`src/rtl/hc595_pkg.sv`:
```
// Shared types and pin idle levels for the 74HC595 serial driver.
package hc595_pkg;

   typedef enum logic [2:0] {
      IDLE  = 3'd0,
      SH_LO = 3'd1,
      SH_HI = 3'd2,
      LT_LO = 3'd3,
      LT_HI = 3'd4
   } state_t;

   localparam logic SHCP_IDLE = 1'b1;
   localparam logic STCP_IDLE = 1'b1;
   localparam logic OE_OFF    = 1'b1;

endpackage

```
`src/rtl/hc595_phase_tick.sv`:
```
// Phase counter: ticks on the last cycle of every CLK_DIV-long phase.
module hc595_phase_tick #(
   parameter int CLK_DIV = 4
) (
   input  logic clk,
   input  logic rst,
   input  logic i_restart,
   output logic o_tick
);

   localparam int CW = $clog2(CLK_DIV) + 1;
   localparam logic [CW-1:0] LAST = CW'(CLK_DIV - 1);

   logic [CW-1:0] r_cnt;

   always_ff @(posedge clk) begin
      if (rst || i_restart) begin
         r_cnt <= '0;
      end else if (o_tick) begin
         r_cnt <= '0;
      end else begin
         r_cnt <= r_cnt + CW'(1);
      end
   end

   assign o_tick = (r_cnt == LAST);

endmodule

```
`src/rtl/hc595_serial_driver.sv`:
```
// Serializes a parallel word onto DS/SHCP/STCP/OE for cascaded 74HC595 chips.
//
// state | meaning
// IDLE  | bus idle (SHCP=1, STCP=1), ready for a load
// SH_LO | SHCP low, DS presents the current bit
// SH_HI | SHCP high (shift edge at entry), DS held
// LT_LO | STCP low, DS=0
// LT_HI | STCP high (latch edge at entry), done on exit
module hc595_serial_driver
   import hc595_pkg::*;
#(
   parameter int DATA_W    = 8,
   parameter int CLK_DIV   = 4,
   parameter int MSB_FIRST = 1
) (
   input  logic              clk,
   input  logic              rst,
   input  logic [DATA_W-1:0] data_in,
   input  logic              load,
   input  logic              oe_en,
   output logic              ready,
   output logic              done,
   output logic              DS,
   output logic              SHCP,
   output logic              STCP,
   output logic              OE
);

   localparam int BW = $clog2(DATA_W) + 1;
   localparam logic [BW-1:0] LAST_BIT = BW'(DATA_W - 1);

   state_t            r_state, w_state_nxt;
   logic [DATA_W-1:0] r_sr, w_sr_nxt;
   logic [BW-1:0]     r_bit, w_bit_nxt;
   logic              w_tick;
   logic              w_ds_nxt;

   function automatic logic cur_bit(input logic [DATA_W-1:0] s);
      return (MSB_FIRST != 0) ? s[DATA_W-1] : s[0];
   endfunction

   hc595_phase_tick #(
      .CLK_DIV (CLK_DIV)
   ) u_phase (
      .clk       (clk),
      .rst       (rst),
      .i_restart (r_state == IDLE),
      .o_tick    (w_tick)
   );

   always_comb begin
      w_state_nxt = r_state;
      w_sr_nxt    = r_sr;
      w_bit_nxt   = r_bit;
      case (r_state)
         IDLE: begin
            if (load) begin
               w_state_nxt = SH_LO;
               w_sr_nxt    = data_in;
               w_bit_nxt   = '0;
            end
         end
         SH_LO: begin
            if (w_tick) w_state_nxt = SH_HI;
         end
         SH_HI: begin
            if (w_tick) begin
               w_sr_nxt    = (MSB_FIRST != 0) ? (r_sr << 1) : (r_sr >> 1);
               w_bit_nxt   = r_bit + BW'(1);
               w_state_nxt = (r_bit < LAST_BIT) ? SH_LO : LT_LO;
            end
         end
         LT_LO: begin
            if (w_tick) w_state_nxt = LT_HI;
         end
         LT_HI: begin
            if (w_tick) w_state_nxt = IDLE;
         end
         default: w_state_nxt = IDLE;
      endcase
      // Pins are registered from next state, so DS is valid on the first SH_LO cycle.
      w_ds_nxt = ((w_state_nxt == SH_LO) || (w_state_nxt == SH_HI)) ? cur_bit(w_sr_nxt) : 1'b0;
   end

   always_ff @(posedge clk) begin
      if (rst) begin
         r_state <= IDLE;
         r_sr    <= '0;
         r_bit   <= '0;
         ready   <= 1'b1;
         done    <= 1'b0;
         DS      <= 1'b0;
         SHCP    <= SHCP_IDLE;
         STCP    <= STCP_IDLE;
         OE      <= OE_OFF;
      end else begin
         r_state <= w_state_nxt;
         r_sr    <= w_sr_nxt;
         r_bit   <= w_bit_nxt;
         ready   <= (w_state_nxt == IDLE);
         done    <= (r_state == LT_HI) && w_tick;
         DS      <= w_ds_nxt;
         SHCP    <= (w_state_nxt != SH_LO);
         STCP    <= (w_state_nxt != LT_LO);
         OE      <= ~oe_en;
      end
   end

endmodule

```
`config.mk`:
```
export PLATFORM = sky130hd
export DESIGN_NAME = hc595_serial_driver
export DESIGN_NICKNAME = d
export VERILOG_FILES = /design/src/rtl/hc595_pkg.sv /design/src/rtl/hc595_phase_tick.sv /design/src/rtl/hc595_serial_driver.sv
export SDC_FILE = /design/constraint.sdc
export NUM_CORES = 1
export LEC_CHECK = 0
export ABC_AREA = 1
export BUFFER_PORTS_ARGS = -buffer_cell sky130_fd_sc_hd__clkbuf_2
export CORE_MARGIN = 3
export CORE_UTILIZATION = 40
export CTS_CLUSTER_DIAMETER = 40
export DETAILED_ROUTE_END_ITERATION = 8
export PLACE_DENSITY = 0.57
export SLEW_MARGIN = 20
export SYNTH_ARGS = -nofsm -noshare
export SYNTH_HDL_FRONTEND = slang
export SYNTH_SLANG_ARGS = --single-unit
```
`constraint.sdc`:
```
create_clock -name clk -period 1.6 [get_ports clk]
set_input_delay 0.16 -clock clk [delete_from_list [all_inputs] [get_ports clk]]
set_output_delay 0.16 -clock clk [all_outputs]
set_load 0.01 [all_outputs]
```
# [Yosys cells after proc, flatten, opt, wreduce, memory -nomap -nowiden]
# Cells that the tools add are included.
# Widths: inputs -> output; s select.
[op_classes] add_sub_neg=2 order_cmp=1 n_eq_ne=11 muxes=13 n_bitwise=2 reduce_logical=9
[op_table] cell="$mux 8" n=2
[op_table] cell="$pmux 8 s2" n=1
[op_table] cell="$mux 3" n=5
[op_table] cell="$pmux 3 s5" n=1
[op_table] cell="$eq 3x2->1 const B" n=4
[op_table] cell="$mux 4" n=2
[op_table] cell="$pmux 4 s2" n=1
[op_table] cell="$eq 3x1->1 const B" n=2
[op_table] cell="$logic_not 3->1" n=2
[op_table] cell="$add 4x1->4 const B" n=1
[op_table] cell="$lt 4x3->1 const B" n=1
[op_table] cell="$ne 2x2->1 const B" n=2
[op_table] cell="$reduce_or 2->1" n=2
[op_table] cell="$add 3x1->3 const B" n=1
[op_table] cell="$eq 3x3->1 const B" n=1
[op_table] cell="$ne 3x1->1 const B" n=1
[op_table] cell="$ne 3x2->1 const B" n=1
[op_table] cell="$reduce_and 3->1" n=1
[op_table] cell="$logic_or 1x1->1" n=2
[op_table] cell="$mux 2" n=1
[op_table] cell="$not 1->1" n=2
[op_table] cell="$reduce_bool 2->1" n=1
[op_table] cell="$logic_and 1x1->1" n=1
[totals] ff_bits=24 elab_cells=49

# [Longest topological paths before layout]
[logic_depth] word_depth=8 ltp_mapped=10 depth_no_buf=10

# [Cells and area by module]
# Synthesis repeated with hierarchy kept, for this count alone.
[hier_totals] cells_unflattened=154 area_unflattened_um2=1081.0
[by_module_without_submodules] mod="hc595_serial_driver" instances=1 cells_each=141 area_each_um2=965.9 seq_area_each_um2=420.4
[by_module_without_submodules] mod="hc595_phase_tick" instances=1 cells_each=13 area_each_um2=115.1 seq_area_each_um2=60.1

# [Worst setup path after synthesis]
# No wires, ideal clock.
[synth_path] kind="register -> register" from="register u_phase.r_cnt[0]" to="register DS" setup_ns=0.112 t_arrival_ns=1.301 required_time_ns=1.488 path_slack_ns=0.186 path_stages_with_launch=11 path_buffers=0 cell_sequence="dfxtp_1 ha_1 ha_1 inv_1 nor2_1 nand2_1 nand2_2 nor2_4 nand2_1 nand2_1 nor2_1"
[synth_between] elab_chain_cells=7 elab_cells_between_ends=13 cone_classes="eq/ne: 3; mux: 7; bitwise: 1; reduce/logical: 2"
[synth_lines] item="from (decl)" line_no="hc595_phase_tick.sv:14" text="logic [CW-1:0] r_cnt;"
[synth_lines] item="from (signal assigned)" line_no="hc595_phase_tick.sv:22" text="r_cnt <= r_cnt + CW'(1);"
[synth_lines] item="$eq 3x2->1 (*)" line_no="hc595_phase_tick.sv:26" text="assign o_tick = (r_cnt == LAST);"
[synth_lines] item="$mux 3, on equally long branches"
[synth_lines] item="$pmux 3 s5" line_no="hc595_serial_driver.sv:55" text="case (r_state)"
[synth_lines] item="$eq 3x1->1 or $eq 3x2->1 (tied branches)" line_no="hc595_serial_driver.sv:82" text="w_ds_nxt = ((w_state_nxt == SH_LO) || (w_state_nxt == SH_HI)) ? cur_bit(w_sr_nxt) : 1'b0;"
[synth_lines] item="$logic_or 1x1->1" line_no="hc595_serial_driver.sv:82"
[synth_lines] item="$not 1->1 (no source line)"
[synth_lines] item="$reduce_or 2->1 (no source line)"
[synth_lines] item="to (signal assigned)" line_no="hc595_serial_driver.sv:102" text="DS <= w_ds_nxt;"
[synth_lines] item="to (decl)" line_no="hc595_serial_driver.sv:23" text="output logic DS,"
# Every way passes the cells marked *; elsewhere a longest branch is shown, timed or not. The select of a mux whose other input is x is not followed.
# A chain may end at the register's enable or synchronous reset.

# [Worst setup path after layout]
# Same ends and word-level chain as after synthesis.

==> flow_summary.toml <==
[synthesis]
syn_avg_cell_area_um2 = 7.01
synth.yosys.warnings = 0
ys_ff_latch = 24
synth_cell_types = 22
synth_fp_nets = 180
synth_cells = 164
yosysSeqAreaShare_pct = 41.8
syn_area_um2 = 1150

[setup_path]
critPathKind = "register to register"
max_stage_delay_ps = 360
end_kind = "register"
arrival_ps = 1650
worst-path-max-fanout = 4
critPathTopFamily = "simple AND/OR/NAND/NOR gates"
required_ps = 1840
path_buf_inv = 0
worstPathCellList = "ha_2 > ha_2 > nand2_1 > nor2_1 > nor2_1 > nor2_4 > nand2_1 > nand2_1 > nor2_1"
startpoint_type = "register"
cpMaxStageDelayCell = "dfxtp_1"

[timing]
fin_ws_ps = 190
clock_skew_ps = 15.2
rsz0062_at_grt = "false"
period_minus_slack_ps = 1410
final_hold_viol_count = 0
slew_headroom_pct = 77.5
max_freq_ghz = 0.709
setup_viol_count_final = 0
setup-tns-final_ps = 0
post-route-period-util_pct = 88.1
worst_pin_slew_ps = 338
finalMaxSlewViolations = 0

[hold_path]
hp-class = "input port to register"

[global_routing]
antenna_found_initial = 0
globalRoute.totalOverflow = 0
track_usage_pct = 15.0
first_global_vias = 887
grt_max_degree = 14
grt_pass1_wl_mm = 3.95

[floorplanning]
start_util_pct = 44.0
core_um2 = 2610
die-area_um2 = 3550
dieWidth_um = 59.6
ioPinCount = 18
rows = 18
die_y_um = 59.6

[cts]
cts.sinks = 24
cts-buffers-inserted = 3
clk_latency_ps = 330
cts_buffer_depth = 2
h-tree-depth = 1
clk_pin_slew_ps = 140
tritoncts = "built"
root_buffer = "clkbuf_4"
cts_setup_buffers = 0

[detailed_routing]
ant_nets = 0
route.vias.total = 996
route.detailed.drc = 0
drt_iter0_drc = 28
wl_per_cell_um = 10.8
drt_wl_total_mm = 2.33
dr.pass1.iters = 4
via_per_inst = 4.63

[power]
clkPwrFrac_pct = 29.6
p_sw_share_pct = 26.3
power.share.sequential_pct = 57.8
power.switching_uw = 291
p_comb_share_pct = 12.6
p_leak_uw = 0.000633
p_per_area_nw_per_um2 = 832
vdd_ir_drop_max_mv = 0.750
p_int_uw = 817

[final_layout]
finish.utilization_pct = 51.0
drive_gt1_share_pct = 21.6
final_common_cell = "nand2_1"
area_delta_synth_final_pct = 15.9
antenna_cells = 0
nets = 202
layout_common_cells = "nand2_1 (57), dfxtp_1 (24), inv_1 (20)"

[placed_design]
dp_hpwl_mm = 1.76
io_buffers = 17
gp_congestion = 0.949
dp_slack_ps = 76.2

[run_status]
outcome = "completed"

[run]
maxCapViolations = 0
==> kinds of logic after synthesis <==
logic type	after synthesis	synth area share, %
simple gates	94	37.8
buf+inv	27	9.25
flops	24	41.8
compound gates	15	6.85
fa+ha+maj	4	4.35
==> what timing repair did <==
item | 4_1_cts | 5_1_grt
endpoints found under the hold margin | 1 | 0
setup endpoints to repair | 0 | 4
resized for setup | 0 | 5
hold buffers | 1 | 0
==> cell type report <==
| type | instances | area (um2) |
|---|---|---|
| Timing Repair Buffer | 18 | 95.1 |
| Clock buffer | 4 | 36.3 |
| Fill cell | 280 | 1280 |
| Multi-Input combinational cell | 113 | 581 |
| Sequential cell | 24 | 480 |
| Inverter | 26 | 103 |
| Tap cell | 30 | 37.5 |
==> worst paths after layout <==
path,startpoint,endpoint,slack [ps],depth (start not counted)
worst max-delay path,u_phase.r_cnt[0],DS,190,9
worst min-delay path,data_in[0],r_sr[0],40,3
worst max register to register,u_phase.r_cnt[0],DS,190,9
worst min register to register,u_phase.r_cnt[0],u_phase.r_cnt[0],450,1
==> worst register-to-register path: stages (launching register included) <==
cell and delay (ps):
dfxtp_1 360, ha_2 210, ha_2 230, nand2_1 60, nor2_1 110, nor2_1 90, nor2_4 130, nand2_1 60
nand2_1 60, nor2_1 40
==> sequential cells by signal (all words and copies together) (netlist names) <==
name and flops:
ready 1, SHCP 1, r_bit 4, done 1
STCP 1, r_state 3, OE 1, DS 1
u_phase.r_cnt 3, r_sr 8
==> per-layer routing <==
layer	global-route usage, %	wire, um	vias to the layer above
li1	-	-	545
met1	20.7	1190	431
met2	22.8	1020	15
met3	1.96	73	5
met4	7.59	49	0
met5	0	0	-
==> stage by stage <==
stage	hold slack [ps]	std cells	power, uW	area [um2]
floorplan	230	164	747	1150
global placement	321	210	789	1270
detailed placement	324	210	792	1270
CTS	32.2	215	1120	1320
global route	75.1	215	1160	1330
finish	39.8	215	1110	1330
==> synthesized netlist by cell type <==
| library cell | number | area share, % |
|---|---|---|
| nand2_1 | 57 | 19 |
| dfxtp_1 | 24 | 42 |
| inv_1 | 21 | 6.9 |
| nor2_1 | 16 | 5.2 |
| a21oi_1 | 10 | 4.4 |
| nand3_1 | 8 | 3.5 |
| ha_1 | 4 | 4.4 |
| inv_2 | 3 | 0.98 |
| nor2_2 | 3 | 1.6 |
| o21ai_0 | 3 | 1.3 |
| nand3_4 | 2 | 3.0 |
| nor2_4 | 2 | 2.0 |
| nor3_1 | 2 | 0.87 |
| a21oi_2 | 1 | 0.76 |
| clkbuf_1 | 1 | 0.33 |
| clkinv_1 | 1 | 0.33 |
| clkinv_4 | 1 | 0.76 |
| nand2_2 | 1 | 0.54 |
| nand2_4 | 1 | 0.98 |
| nand3_2 | 1 | 0.87 |
| nor4_1 | 1 | 0.54 |
| o21ai_1 | 1 | 0.43 |
==> power groups by stage <==
stage               sequential, uW  clock [uW]  combinational (uW)
floorplan                      654           0                92.1
global placement               653           0                 136
detailed placement             654           0                 138
CTS                            641         341                 140
global route                   644         351                 162
finish                         640         328                 140
Power figures use the tool's default switching activity.
